`config.mk`:
```
export PLATFORM = sky130hd
export DESIGN_NAME = avr_uart
export DESIGN_NICKNAME = d
export VERILOG_FILES = /design/src/rtl/avr_io_pkg.sv /design/src/rtl/avr_uart_baud.sv /design/src/rtl/avr_uart.sv
export SDC_FILE = /design/constraint.sdc
export NUM_CORES = 1
export LEC_CHECK = 0
export CORE_MARGIN = 4
export CORE_UTILIZATION = 56
export DETAILED_ROUTE_END_ITERATION = 6
export GPL_ROUTABILITY_DRIVEN = 0
export HOLD_SLACK_MARGIN = 0.03
export PLACE_DENSITY = 0.88
export SETUP_SLACK_MARGIN = 0.05
export SYNTH_ARGS = -nofsm -noshare
export SYNTH_HDL_FRONTEND = slang
export SYNTH_HIERARCHICAL = 1
export SYNTH_SLANG_ARGS = --single-unit
```
`constraint.sdc`:
```
create_clock -name clk -period 2.36 [get_ports clk]
set_input_delay 0.472 -clock clk [delete_from_list [all_inputs] [get_ports clk]]
set_output_delay 0.472 -clock clk [all_outputs]
set_load 0.02 [all_outputs]
```
`src/rtl/avr_io_pkg.sv`:
```
// Shared UART register addresses, status/control bit positions and FSM state types.
package avr_io_pkg;

  localparam int unsigned IO_AW         = 6;
  localparam int unsigned DW            = 8;
  localparam int unsigned TICKS_PER_BIT = 16;
  localparam int unsigned TCNT_W        = 4;
  localparam int unsigned BCNT_W        = 3;

  localparam logic [IO_AW-1:0] ADDR_UDR   = 6'h0C;
  localparam logic [IO_AW-1:0] ADDR_UCSRA = 6'h0B;
  localparam logic [IO_AW-1:0] ADDR_UCSRB = 6'h0A;
  localparam logic [IO_AW-1:0] ADDR_UBRR  = 6'h09;

  // UCSRA
  localparam int unsigned RXC_BIT  = 7;
  localparam int unsigned TXC_BIT  = 6;
  localparam int unsigned UDRE_BIT = 5;
  localparam int unsigned FE_BIT   = 4;
  localparam int unsigned DOR_BIT  = 3;
  // UCSRB
  localparam int unsigned RXEN_BIT = 4;
  localparam int unsigned TXEN_BIT = 3;

  typedef enum logic [1:0] {TX_IDLE, TX_START, TX_DATA, TX_STOP} tx_state_e;
  typedef enum logic [1:0] {RX_IDLE, RX_START, RX_DATA, RX_STOP} rx_state_e;

endpackage

```
`src/rtl/avr_uart_baud.sv`:
```
// Baud prescaler: one-clock tick every ubrr+1 clocks, restarted when UBRR is written.
module avr_uart_baud
  import avr_io_pkg::*;
(
  input  logic          clk,
  input  logic          rst,
  input  logic [DW-1:0] ubrr,
  input  logic          reload,
  output logic          tick
);

  logic [DW-1:0] cnt;

  always_ff @(posedge clk) begin
    if (rst || reload) begin
      cnt  <= '0;
      tick <= 1'b0;
    end else begin
      tick <= (cnt == ubrr);
      cnt  <= (cnt == ubrr) ? '0 : cnt + DW'(1);
    end
  end

endmodule

```
`src/rtl/avr_uart.sv`:
```
// AVR-style UART: CPU register file, 8N1 transmitter and optional receiver.
// Define AVR_UART_RX_EN to compile in the receiver; the default build is TX-only.
module avr_uart
  import avr_io_pkg::*;
#(
  parameter logic [DW-1:0] UBRR_INIT   = 8'd0,
  parameter int unsigned   SYNC_STAGES = 2
) (
  input  logic             clk,
  input  logic             rst,
  input  logic [IO_AW-1:0] io_addr,
  input  logic             io_read,
  input  logic             io_write,
  input  logic [DW-1:0]    io_din,
  output logic [DW-1:0]    io_dout,
  input  logic             rx,
  output logic             tx
);

  logic wr_udr, wr_ucsra, wr_ucsrb, wr_ubrr;
  logic txen, tick;
  logic [DW-1:0] ubrr;
  logic rxen, rxc, fe, dor;
  logic [DW-1:0] rbuf;

  assign wr_udr   = io_write && (io_addr == ADDR_UDR);
  assign wr_ucsra = io_write && (io_addr == ADDR_UCSRA);
  assign wr_ucsrb = io_write && (io_addr == ADDR_UCSRB);
  assign wr_ubrr  = io_write && (io_addr == ADDR_UBRR);

  always_ff @(posedge clk) begin
    if (rst) begin
      txen <= 1'b0;
      ubrr <= UBRR_INIT;
    end else begin
      if (wr_ucsrb) txen <= io_din[TXEN_BIT];
      if (wr_ubrr)  ubrr <= io_din;
    end
  end

  avr_uart_baud u_baud (
    .clk    (clk),
    .rst    (rst),
    .ubrr   (ubrr),
    .reload (wr_ubrr),
    .tick   (tick)
  );

  // Transmitter: holding register (thr/udre) feeding a shifter
  tx_state_e tx_state, tx_state_d;
  logic [TCNT_W-1:0] tx_tcnt, tx_tcnt_d;
  logic [BCNT_W-1:0] tx_bcnt, tx_bcnt_d;
  logic [DW-1:0] tx_shift, tx_shift_d, thr, thr_d;
  logic tx_d, udre, udre_d, txc, txc_d, tx_bit_end;

  assign tx_bit_end = tick && (tx_tcnt == TCNT_W'(TICKS_PER_BIT - 1));

  always_ff @(posedge clk) begin
    if (rst) begin
      tx_state <= TX_IDLE;
      tx_tcnt  <= '0;
      tx_bcnt  <= '0;
      tx_shift <= '0;
      thr      <= '0;
      tx       <= 1'b1;
      udre     <= 1'b1;
      txc      <= 1'b0;
    end else begin
      tx_state <= tx_state_d;
      tx_tcnt  <= tx_tcnt_d;
      tx_bcnt  <= tx_bcnt_d;
      tx_shift <= tx_shift_d;
      thr      <= thr_d;
      tx       <= tx_d;
      udre     <= udre_d;
      txc      <= txc_d;
    end
  end

  always_comb begin
    tx_state_d = tx_state;
    tx_tcnt_d  = tx_tcnt;
    tx_bcnt_d  = tx_bcnt;
    tx_shift_d = tx_shift;
    thr_d      = thr;
    tx_d       = tx;
    udre_d     = udre;
    txc_d      = txc;
    if (wr_ucsra && io_din[TXC_BIT]) txc_d = 1'b0;
    if (wr_udr && udre && txen) begin
      thr_d  = io_din;
      udre_d = 1'b0;
    end
    if (tick) tx_tcnt_d = tx_tcnt + TCNT_W'(1);
    case (tx_state)
      TX_IDLE: begin
        tx_d      = 1'b1;
        tx_tcnt_d = '0;
        if (!udre && txen) begin
          tx_shift_d = thr;
          udre_d     = 1'b1;
          tx_bcnt_d  = '0;
          tx_d       = 1'b0;
          tx_state_d = TX_START;
        end
      end
      TX_START: begin
        if (tx_bit_end) begin
          tx_d       = tx_shift[0];
          tx_state_d = TX_DATA;
        end
      end
      TX_DATA: begin
        if (tx_bit_end) begin
          if (tx_bcnt == BCNT_W'(DW - 1)) begin
            tx_d       = 1'b1;
            tx_state_d = TX_STOP;
          end else begin
            tx_shift_d = tx_shift >> 1;
            tx_d       = tx_shift[1];
            tx_bcnt_d  = tx_bcnt + BCNT_W'(1);
          end
        end
      end
      TX_STOP: begin
        if (tx_bit_end) begin
          txc_d = 1'b1;
          // A full holding register starts the next frame with no idle gap
          if (!udre && txen) begin
            tx_shift_d = thr;
            udre_d     = 1'b1;
            tx_bcnt_d  = '0;
            tx_d       = 1'b0;
            tx_state_d = TX_START;
          end else begin
            tx_state_d = TX_IDLE;
          end
        end
      end
      default: tx_state_d = TX_IDLE;
    endcase
  end

`ifdef AVR_UART_RX_EN
  localparam int unsigned SYNC_N = (SYNC_STAGES < 2) ? 2 : SYNC_STAGES;

  rx_state_e rx_state, rx_state_d;
  logic [SYNC_N-1:0] rx_sync;
  logic [TCNT_W-1:0] rx_tcnt, rx_tcnt_d;
  logic [BCNT_W-1:0] rx_bcnt, rx_bcnt_d;
  logic [DW-1:0] rx_shift, rx_shift_d, rbuf_d;
  logic rx_s, rx_prev, rxc_d, fe_d, dor_d, rx_done, rx_mid, rx_end, rd_udr;

  assign rx_s   = rx_sync[SYNC_N-1];
  assign rd_udr = io_read && (io_addr == ADDR_UDR);
  assign rx_mid = tick && (rx_tcnt == TCNT_W'(TICKS_PER_BIT / 2 - 1));
  assign rx_end = tick && (rx_tcnt == TCNT_W'(TICKS_PER_BIT - 1));

  always_ff @(posedge clk) begin
    if (rst) begin
      rx_sync  <= '1;
      rx_prev  <= 1'b1;
      rxen     <= 1'b0;
      rx_state <= RX_IDLE;
      rx_tcnt  <= '0;
      rx_bcnt  <= '0;
      rx_shift <= '0;
      rbuf     <= '0;
      rxc      <= 1'b0;
      fe       <= 1'b0;
      dor      <= 1'b0;
    end else begin
      rx_sync  <= {rx_sync[SYNC_N-2:0], rx};
      rx_prev  <= rx_s;
      if (wr_ucsrb) rxen <= io_din[RXEN_BIT];
      rx_state <= rx_state_d;
      rx_tcnt  <= rx_tcnt_d;
      rx_bcnt  <= rx_bcnt_d;
      rx_shift <= rx_shift_d;
      rbuf     <= rbuf_d;
      rxc      <= rxc_d;
      fe       <= fe_d;
      dor      <= dor_d;
    end
  end

  always_comb begin
    rx_state_d = rx_state;
    rx_tcnt_d  = rx_tcnt;
    rx_bcnt_d  = rx_bcnt;
    rx_shift_d = rx_shift;
    rbuf_d     = rbuf;
    rxc_d      = rxc;
    fe_d       = fe;
    dor_d      = dor;
    rx_done    = 1'b0;
    if (tick) rx_tcnt_d = rx_tcnt + TCNT_W'(1);
    case (rx_state)
      RX_IDLE: begin
        rx_tcnt_d = '0;
        rx_bcnt_d = '0;
        if (rx_prev && !rx_s) rx_state_d = RX_START;
      end
      RX_START: begin
        if (rx_mid && rx_s) rx_state_d = RX_IDLE;
        else if (rx_end)    rx_state_d = RX_DATA;
      end
      RX_DATA: begin
        if (rx_mid) rx_shift_d = {rx_s, rx_shift[DW-1:1]};
        if (rx_end) begin
          if (rx_bcnt == BCNT_W'(DW - 1)) rx_state_d = RX_STOP;
          else                            rx_bcnt_d  = rx_bcnt + BCNT_W'(1);
        end
      end
      RX_STOP: begin
        if (rx_mid) begin
          rx_done    = 1'b1;
          rx_state_d = RX_IDLE;
        end
      end
      default: rx_state_d = RX_IDLE;
    endcase
    // Disabling the receiver abandons any frame in flight without touching flags
    if (!rxen) begin
      rx_state_d = RX_IDLE;
      rx_done    = 1'b0;
    end
    if (rd_udr) begin
      rxc_d = 1'b0;
      fe_d  = 1'b0;
      dor_d = 1'b0;
    end
    if (rx_done) begin
      if (rxc && !rd_udr) begin
        dor_d = 1'b1;
      end else begin
        rbuf_d = rx_shift;
        rxc_d  = 1'b1;
        fe_d   = !rx_s;
        dor_d  = 1'b0;
      end
    end
  end
`else
  logic unused_rx;
  assign rxen      = 1'b0;
  assign rxc       = 1'b0;
  assign fe        = 1'b0;
  assign dor       = 1'b0;
  assign rbuf      = '0;
  assign unused_rx = ^{io_read, rx, 1'(SYNC_STAGES)};
`endif

  // CPU read mux
  always_comb begin
    io_dout = '0;
    case (io_addr)
      ADDR_UDR: io_dout = rbuf;
      ADDR_UCSRA: begin
        io_dout[RXC_BIT]  = rxc;
        io_dout[TXC_BIT]  = txc;
        io_dout[UDRE_BIT] = udre;
        io_dout[FE_BIT]   = fe;
        io_dout[DOR_BIT]  = dor;
      end
      ADDR_UCSRB: begin
        io_dout[RXEN_BIT] = rxen;
        io_dout[TXEN_BIT] = txen;
      end
      ADDR_UBRR: io_dout = ubrr;
      default:   io_dout = '0;
    endcase
  end

endmodule

```
==> reports/qor.csv, run 1 <==
metric,value,unit
n_diodes,0,
Synth area leaders,"dfxtp_1 37%, mux2i_1 6.1%, ha_1 4.0%, xor2_1 3.9%, a211oi_1 3.6%",
Post-CTS Hold Fix Bufs,0,
Switching Share,26.8,%
CTS tree,yes,
yosys warns,6,
Cell Rows,23,
Final Max Slew Viols,0,
PortBufs,25,
Reg power frac,47.9,%
Unique masters post-synth,58,
Worst Setup End Kind,primary output,
post-route ant nets,0,
clk slew on worst S/H paths,80,ps
"Cell Area, Synth",2480,sq um
Switching Power,0.000464,W
skew final,12.4,ps
worst vdd ir,0.423,mV
clock share of power,33.2,%
final wirelength,5360,microns
P&R area growth vs syn,18.9,%
Post-Syn Instances,255,
Gate power share,18.9,%
wire length per cell,15.8,microns
post-layout util,71.1,%
placed cell area,2840,sq um
final worst path period share,95.4,%
Post-synth EDFFs,0,
share of cells above drive strength 1,19.7,%
pwr dens,588,nW/um^2
arrival time worst endpoint,1780,ps
Mapped Nets,282,
Setup CP Type,input pin to primary output,
Worst EP required,1890,ps
antenna violations before repair,0,
Via density,5.79,
unrepaired setup endpoints after global routing,yes,
die width,74.5,microns
CTS Buffer Depth,2,
Final Cell Area,2950,sq um
CTS buffer count,5,
register area share after synthesis,37.2,%
Sink Count,46,
slew margin rel.,62.9,%
area share of the largest cell type after synthesis,37.2,%
root buf cell,clkbuf_8,
routed vias,1969,
gr usage total,20.0,%
first-pass GRT wire length,8470,microns
GRT overflow,0,
Lkg Pwr,1.23,nW
largest net degree at the start of global routing,30,
Pre-antenna DRT Iters,4,
Synth area leader,dfxtp_1,
placed wire-length estimate,3900,microns
status,"complete, no violations",
CTS H-tree depth,2,
"top library cells by usage in the layout, fill and taps aside","46 x dfxtp_1, 15 x mux2i_1, 15 x clkdlybuf4s50_1",
drt drc,0,
Final TNS setup,0,ps
"Avg Cell Area, Syn",9.71,sq um
Tot Pwr,0.00173,W
Yosys reg bits,46,
clk_lat worst skew,300,ps
fin nets,316,
FMAX,444,MHz
final setup vio count,0,
Max Cap Viol,0,
die area,5550,sq um
P_int,0.00127,W
Critical Path Fanout Max,4,
Starting Density,59.8,%
HP Class,flop to flop,
"commonest non-fill, non-tap cell in the layout",dfxtp_1,
asr flop ratio synth,0,%
top_reg_cell synth,dfxtp_1,
io pins,28,
post-route minimum period,2250,ps
final number of hold-violating endpoints,0,
area of the core,4140,sq um
slew at the pin closest to its max-slew limit,557,ps
Worst setup SP type,input pin,
Initial DRC Count,222,
vias in the first global route,1827,
Die H,74.5,microns
==> cell type report <==
class,count,area [sq um]
Clock inverter,1,30.0
Multi-Input combinational cell,182,1450
Fill cell,298,1200
Tap cell,50,62.6
Inverter,14,52.6
Clock buffer,7,76.3
Timing Repair Buffer,40,358
Sequential cell,46,921
==> metal layers <==
layer	vias up	wire length [microns]	GRT usage, %
met3	5	335	4.59
met2	51	2510	32.5
met5	-	0	0
met1	933	2460	26.2
met4	0	52	6.92
li1	980	-	-
==> per-stage QoR <==
stage,hold slack [ps],setup WS [ps],std cells
after global routing,493,45.6,340
final,468,108,340
after global placement,449,-319,331
after detailed placement,457,-367,331
after CTS,470,83.0,340
after floorplan,442,478,255
==> logic make-up after synthesis <==
| logic type | count (synthesis) | share of synthesized area [%] |
|---|---|---|
| buffers and inverters | 27 | 4.85 |
| AOI/OAI and AO/OA | 52 | 17.6 |
| xor gates and xnor gates | 14 | 5.26 |
| DFF | 46 | 37.2 |
| muxes | 22 | 9.25 |
| and+or+nand+nor | 86 | 21.8 |
| adders and majority gates | 8 | 4.04 |
==> path summary, 6_finish.rpt <==
| check | slack (ps) | start | to | cells after the start |
|---|---|---|---|---|
| worst max-delay path | 110 | io_addr[1] | io_dout[5] | 5 |
| worst min-delay path | 470 | tx_shift[2] | tx_shift[2] | 2 |
| worst max register to register | 420 | tx_state[0] | tx_shift[6] | 6 |
| worst min register to register | 470 | tx_shift[2] | tx_shift[2] | 2 |
==> cell usage after synthesis, drive strengths merged, types with 2 or more instances <==
master / n
a211oi: 19
a21o: 2
a21oi: 11
a221oi: 3
a22o: 2
and3: 8
buf: 7
clkbuf: 6
dfxtp: 46
ha: 8
inv: 14
mux2: 7
mux2i: 15
nand2: 13
nand2b: 6
nand3: 13
nand3b: 2
nand4: 2
nor2: 15
nor2b: 5
nor3: 6
nor3b: 2
nor4: 2
o21ai: 6
or2: 2
or3: 3
or3b: 2
xnor2: 2
xor2: 12
==> state kept, by name, indices dropped and copies added, names as in the netlist <==
signal	cells
thr	8
tx	1
tx_bcnt	3
tx_shift	8
tx_state	2
tx_tcnt	4
txc	1
txen	1
u_baud/cnt	8
u_baud/tick	1
ubrr	8
udre	1
==> power by group through the flow <==
stage          Combinational [W]  Sequential (W)  Clock, W
2_1_floorplan           0.000212        0.000848         0
3_3_place_gp            0.000311        0.000845         0
3_5_place_dp            0.000321        0.000846         0
4_1_cts                 0.000326        0.000829  0.000583
5_1_grt                 0.000356        0.000833  0.000611
6_report                0.000328        0.000830  0.000574
==> repair_timing <==
action / 4_1_cts / 5_1_grt
hold endpoints to repair: 0 / 0
cloned: 0 / 0
endpoints found under the setup margin: 8 / 6
gates resized for setup: 28 / 5
pin swaps: 2 / 0
setup buffers: 1 / 0
==> critical path: stages <==
cell	delay, ps
clkdlybuf4s50_1	460
nor4b_4	250
and2_4	200
a22o_1	140
clkdlybuf4s15_2	250
No activity file was read; power rests on OpenSTA's default activity.
==> run 2: changes to the inputs <==
--- a/constraint.sdc
+++ b/constraint.sdc
@@ -3,2 +3,2 @@
 set_output_delay 0.472 -clock clk [all_outputs]
-set_load 0.02 [all_outputs]
+set_load 0.1 [all_outputs]
==> reports/qor.csv, run 2 (same netlist as run 1, synthesis figures left out) <==
metric,value,unit,change
status,"complete, no violations",,unchanged
CTS Buffer Depth,2,,unchanged
P&R area growth vs syn,21.6,%,was 18.9%
CTS H-tree depth,2,,unchanged
post-route ant nets,0,,unchanged
worst vdd ir,0.400,mV,was 0.423 mV
slew at the pin closest to its max-slew limit,546,ps,was 557 ps
Multi-input gate area,1470,sq um,was 1450 sq um
critical path's slowest cell,clkdlybuf4s50_1,,unchanged
Starting Density,59.8,%,unchanged
Switching Power,0.000493,W,was 0.000464 W
fillcell total,311,,was 298
clock share of power,29.4,%,was 33.2%
Worst EP required,1890,ps,about the same
final wirelength,5340,microns,was 5360 microns
Sink Count,46,,unchanged
root buf cell,clkbuf_8,,unchanged
PnR worst setup slack,105,ps,was 108 ps
Die H,74.5,microns,unchanged
FMAX,443,MHz,was 444 MHz
first-pass GRT wire length,9180,microns,was 8470 microns
Final TNS setup,0,ps,unchanged
"commonest non-fill, non-tap cell in the layout",dfxtp_1,,unchanged
Pre-antenna DRT Iters,4,,unchanged
skew final,8.92,ps,was 12.4 ps
GRT overflow,0,,unchanged
Worst setup SP type,input pin,,unchanged
Via density,5.85,,was 5.79
routed vias,1967,,was 1969
largest net degree at the start of global routing,25,,was 30
Crit path largest cell delay,540,ps,was 460 ps
Gate power share,21.2,%,was 18.9%
drt drc,0,,unchanged
antenna violations before repair,0,,unchanged
Buf/Inv on CP,3,,was 2
placed wire-length estimate,3890,microns,was 3900 microns
"top library cells by usage in the layout, fill and taps aside","46 x dfxtp_1, 15 x mux2i_1, 14 x inv_1, 14 x nor2_1",,"was 46 x dfxtp_1, 15 x mux2i_1, 15 x clkdlybuf4s50_1"
unrepaired setup endpoints after global routing,no,,was yes
CTS buffer count,5,,unchanged
slew margin rel.,63.6,%,was 62.9%
clk_lat worst skew,300,ps,about the same
clk slew on worst S/H paths,80,ps,about the same
Switching Share,29.5,%,was 26.8%
die width,74.5,microns,unchanged
vias in the first global route,2010,,was 1827
Reg power frac,49.5,%,was 47.9%
Max Cap Viol,0,,unchanged
fin nets,312,,was 316
Tot Pwr,0.00167,W,was 0.00173 W
n_diodes,0,,unchanged
pwr dens,555,nW/um^2,was 588 nW/um^2
post-route insts no fill,336,,was 340
critical-path cell list,clkdlybuf4s50_1 > nor2b_1 > buf_4 > and3_4 > buf_12,,was clkdlybuf4s50_1 > nor4b_4 > and2_4 > a22o_1 > clkdlybuf4s15_2
share of cells above drive strength 1,21.7,%,was 19.7%
HP Class,flop to flop,,unchanged
total area of sequential cells,921,sq um,unchanged
die area,5550,sq um,unchanged
P_int,0.00118,W,was 0.00127 W
final number of hold-violating endpoints,0,,unchanged
PortBufs,25,,unchanged
Post-CTS Hold Fix Bufs,0,,unchanged
io pins,28,,unchanged
worst hold slack,466,ps,was 468 ps
area of the core,4140,sq um,unchanged
Initial DRC Count,97,,was 222
wire length per cell,15.9,microns,was 15.8 microns
Lkg Pwr,1.24,nW,was 1.23 nW
CTS tree,yes,,unchanged
post-route minimum period,2260,ps,was 2250 ps
Place WS,0.845,ps,was -367 ps
Critical Path Fanout Max,6,,was 4
Top delay family on crit path,buffers and inverters,,unchanged
placed instance count,328,,was 331
final worst path period share,95.6,%,was 95.4%
gr usage total,21.2,%,was 20.0%
arrival time worst endpoint,1780,ps,about the same
Setup CP Type,input pin to primary output,,unchanged
Final Max Slew Viols,0,,unchanged
Worst Setup End Kind,primary output,,unchanged
final setup vio count,0,,unchanged
Cell Rows,23,,unchanged
run 2: changes by cell type in the layout (fill, tap and decap cells not counted), sizes merged:
cell | previous run | this run
buf | 19 | 20
bufinv | 1 | 0
clkdlybuf4s15 | 4 | 0
clkdlybuf4s50 | 15 | 12
clkinv | 0 | 1
dlymetal6s2s | 0 | 2
run 2: layout make-up:
| class | count | area share (%) |
|---|---|---|
| Tap cell | 50 | 2.08 |
| Inverter | 14 | 1.74 |
| Timing Repair Buffer | 36 | 13.7 |
| Clock inverter | 1 | 0.166 |
| Multi-Input combinational cell | 182 | 48.9 |
| Sequential cell | 46 | 30.6 |
| Clock buffer | 7 | 2.87 |
run 2: layer usage:
| metal | up-vias | GRT usage (%) | share of wire, % |
|---|---|---|---|
| li1 | 979 | - | - |
| met1 | 929 | 28.9 | 46 |
| met2 | 53 | 34.4 | 47 |
| met3 | 6 | 4.59 | 5.8 |
| met4 | 0 | 4.94 | 1.1 |
| met5 | - | 0 | 0 |
run 2: worst reg2reg max path: cells and delay by family (launching register included):
| family | cells | cell delay (ps) |
|---|---|---|
| adder cells (fa/ha/maj) | 1 | 380 |
| buffers and inverters | 2 | 350 |
| AND/OR/NAND/NOR | 2 | 270 |
| flip-flops | 1 | 360 |
| AO/OA/AOI/OAI | 2 | 530 |
run 2: repair_timing:
item / in CTS / in global routing
buffers inserted: 0 / 0
pin swaps: 1 / 1
resized for setup: 8 / 3
endpoints found under the setup margin: 8 / 8
hold endpoints to repair: 0 / 0
run 2: worst paths after layout:
kind	from	to	slack (ps)	depth (start not counted)
hold / removal	tx_shift[0]	tx_shift[0]	470	2
setup / recovery	io_addr[0]	io_dout[7]	100	5
setup reg to reg	tx_state[0]	tx_state[0]	390	7
hold reg to reg	tx_shift[0]	tx_shift[0]	470	2
run 2: power by group through the flow:
stage               registers (W)  clock network (W)  logic [W]
CTS                      0.000828           0.000499   0.000355
global route             0.000832           0.000532   0.000388
floorplan                0.000890                  0   0.000214
detailed placement       0.000846                  0   0.000354
global placement         0.000845                  0   0.000346
finish                   0.000828           0.000491   0.000354
run 2: through the flow:
stage          instance area [sq um]  utilization, %
2_1_floorplan                   2480               -
3_3_place_gp                    2890            69.6
3_5_place_dp                    2890            69.6
4_1_cts                         3000            72.4
5_1_grt                         3010            72.7
6_report                        3010            72.7
==> run 3: changes to the inputs <==
CORE_UTILIZATION = 58   (was 56)
CTS_BUF_LIST = sky130_fd_sc_hd__clkbuf_4 sky130_fd_sc_hd__clkbuf_8   (was unset)
PLACE_DENSITY = 0.9   (was 0.88)
==> reports/qor.csv, run 3 (same netlist as run 1, synthesis figures left out) <==
metric,value,unit,change
status,"complete, no violations",,unchanged
Max Cap Viol,0,,unchanged
Cell Rows,23,,unchanged
slew at the pin closest to its max-slew limit,578,ps,was 546 ps
Lkg Pwr,1.26,nW,was 1.24 nW
"commonest non-fill, non-tap cell in the layout",dfxtp_1,,unchanged
Reg power frac,49.2,%,was 49.5%
CTS tree,yes,,unchanged
PortBufs,25,,unchanged
root buf cell,clkbuf_8,,unchanged
slew margin rel.,61.5,%,was 63.6%
antenna violations before repair,0,,unchanged
drt drc,0,,unchanged
die area,5380,sq um,was 5550 sq um
Gate power share,22.0,%,was 21.2%
Sink Count,46,,unchanged
final worst path period share,95.2,%,was 95.6%
Worst Setup End Kind,primary output,,unchanged
n_diodes,0,,unchanged
Initial DRC Count,142,,was 97
pwr dens,556,nW/um^2,was 555 nW/um^2
skew final,9.80,ps,was 8.92 ps
worst vdd ir,0.356,mV,was 0.400 mV
final wirelength,6030,microns,was 5340 microns
Worst EP required,1890,ps,about the same
Final Max Slew Viols,0,,unchanged
placed cell area,2900,sq um,was 2890 sq um
Final Cell Area,3030,sq um,was 3010 sq um
P&R area growth vs syn,22.2,%,was 21.6%
arrival time worst endpoint,1780,ps,about the same
CTS H-tree depth,2,,unchanged
Switching Power,0.000510,W,was 0.000493 W
HP Class,flop to flop,,unchanged
share of cells above drive strength 1,22.6,%,was 21.7%
clk slew on worst S/H paths,80,ps,about the same
largest net degree at the start of global routing,29,,was 25
clock share of power,28.9,%,was 29.4%
GRT overflow,0,,unchanged
Crit path largest cell delay,530,ps,was 540 ps
unrepaired setup endpoints after global routing,no,,unchanged
final number of hold-violating endpoints,0,,unchanged
CTS Buffer Depth,2,,unchanged
Die H,73.3,microns,was 74.5 microns
gr usage total,23.8,%,was 21.2%
post-route ant nets,0,,unchanged
vias in the first global route,2126,,was 2010
Setup CP Type,input pin to primary output,,unchanged
placed wire-length estimate,4230,microns,was 3890 microns
final setup vio count,0,,unchanged
post-route minimum period,2250,ps,was 2260 ps
fillcell total,278,,was 311
Worst setup SP type,input pin,,unchanged
critical-path cell list,clkdlybuf4s50_1 > nor2b_2 > buf_4 > and3_4 > buf_12,,was clkdlybuf4s50_1 > nor2b_1 > buf_4 > and3_4 > buf_12
io pins,28,,unchanged
die width,73.3,microns,was 74.5 microns
area of the core,4060,sq um,was 4140 sq um
P_int,0.00117,W,was 0.00118 W
"top library cells by usage in the layout, fill and taps aside","46 x dfxtp_1, 15 x mux2i_1, 14 x inv_1, 14 x nor2_1, 14 x buf_4",,"was 46 x dfxtp_1, 15 x mux2i_1, 14 x inv_1, 14 x nor2_1"
clk_lat worst skew,310,ps,was 300 ps
Starting Density,61.0,%,was 59.8%
critical path's slowest cell,clkdlybuf4s50_1,,unchanged
fin nets,314,,was 312
first-pass GRT wire length,9860,microns,was 9180 microns
Post CTS Setup Buffer Count,0,,unchanged
routed vias,2079,,was 1967
Critical Path Fanout Max,4,,was 6
FMAX,445,MHz,was 443 MHz
CTS buffer count,5,,unchanged
Final TNS setup,0,ps,unchanged
wire length per cell,17.9,microns,was 15.9 microns
Post-CTS Hold Fix Bufs,0,,unchanged
Switching Share,30.3,%,was 29.5%
Via density,6.17,,was 5.85
Pre-antenna DRT Iters,4,,unchanged
-- run 3: cell types whose count changed in the layout (fill, tap and decap cells not counted) --
cell,before,now
clkbuf_8,6,5
buf_4,12,14
nor2b_1,5,4
nor2b_2,0,1
clkinv_2,1,0
clkbuf_4,0,2
dlygate4sd2_1,2,1
dlymetal6s2s_1,2,3
clkbuf_1,1,0
-- run 3: power groups by stage --
stage               logic, W  registers, W  clock network [W]
global placement    0.000348      0.000844                  0
floorplan           0.000214      0.000890                  0
finish              0.000370      0.000828           0.000486
detailed placement  0.000362      0.000846                  0
CTS                 0.000365      0.000828           0.000487
global route        0.000396      0.000831           0.000515
-- run 3: worst paths after layout --
path | from | to | slack (ps) | cells after the start
max | io_addr[0] | io_dout[2] | 110 | 5
min | tx_shift[0] | tx_shift[0] | 470 | 2
max reg2reg | tx_state[0] | tx_shift[6] | 330 | 6
min reg2reg | tx_shift[0] | tx_shift[0] | 470 | 2
-- run 3: final cells by class --
class                   count  area (sq um)  area share [%]
multi-input cells         182          1470            48.7
flip-flops and latches     46           921            30.4
repair buffers             38           432            14.3
clock buffers               7          83.8            2.77
well taps                  50          62.6            2.07
inverters                  14          52.6            1.74
-- run 3: metal layers --
layer  track usage [%]  routed length [microns]
met5                 0                        0
met4              11.9                      162
met2              40.0                     3000
met1              28.6                     2510
met3              5.06                      356
-- run 3: critical path, delay by kind of cell --
| kind | cells | cell delay [ps] |
|---|---|---|
| buffers and inverters | 3 | 870 |
| and+or+nand+nor | 2 | 430 |
-- run 3: repair_timing --
item / CTS / global route
setup endpoints to repair: 8 / 8
resized for setup: 7 / 5
pin swaps: 1 / 2
-- run 3: through the flow --
step	hold slack, ps	util, %	instances	total power (W)	worst slack (ps)
after floorplan	442	-	255	0.00110	217
after global placement	448	71.5	330	0.00119	28.7
after detailed placement	459	71.5	330	0.00121	9.76
after CTS	472	74.2	337	0.00168	63.2
after global routing	500	74.6	337	0.00174	96.6
final	472	74.6	337	0.00168	113
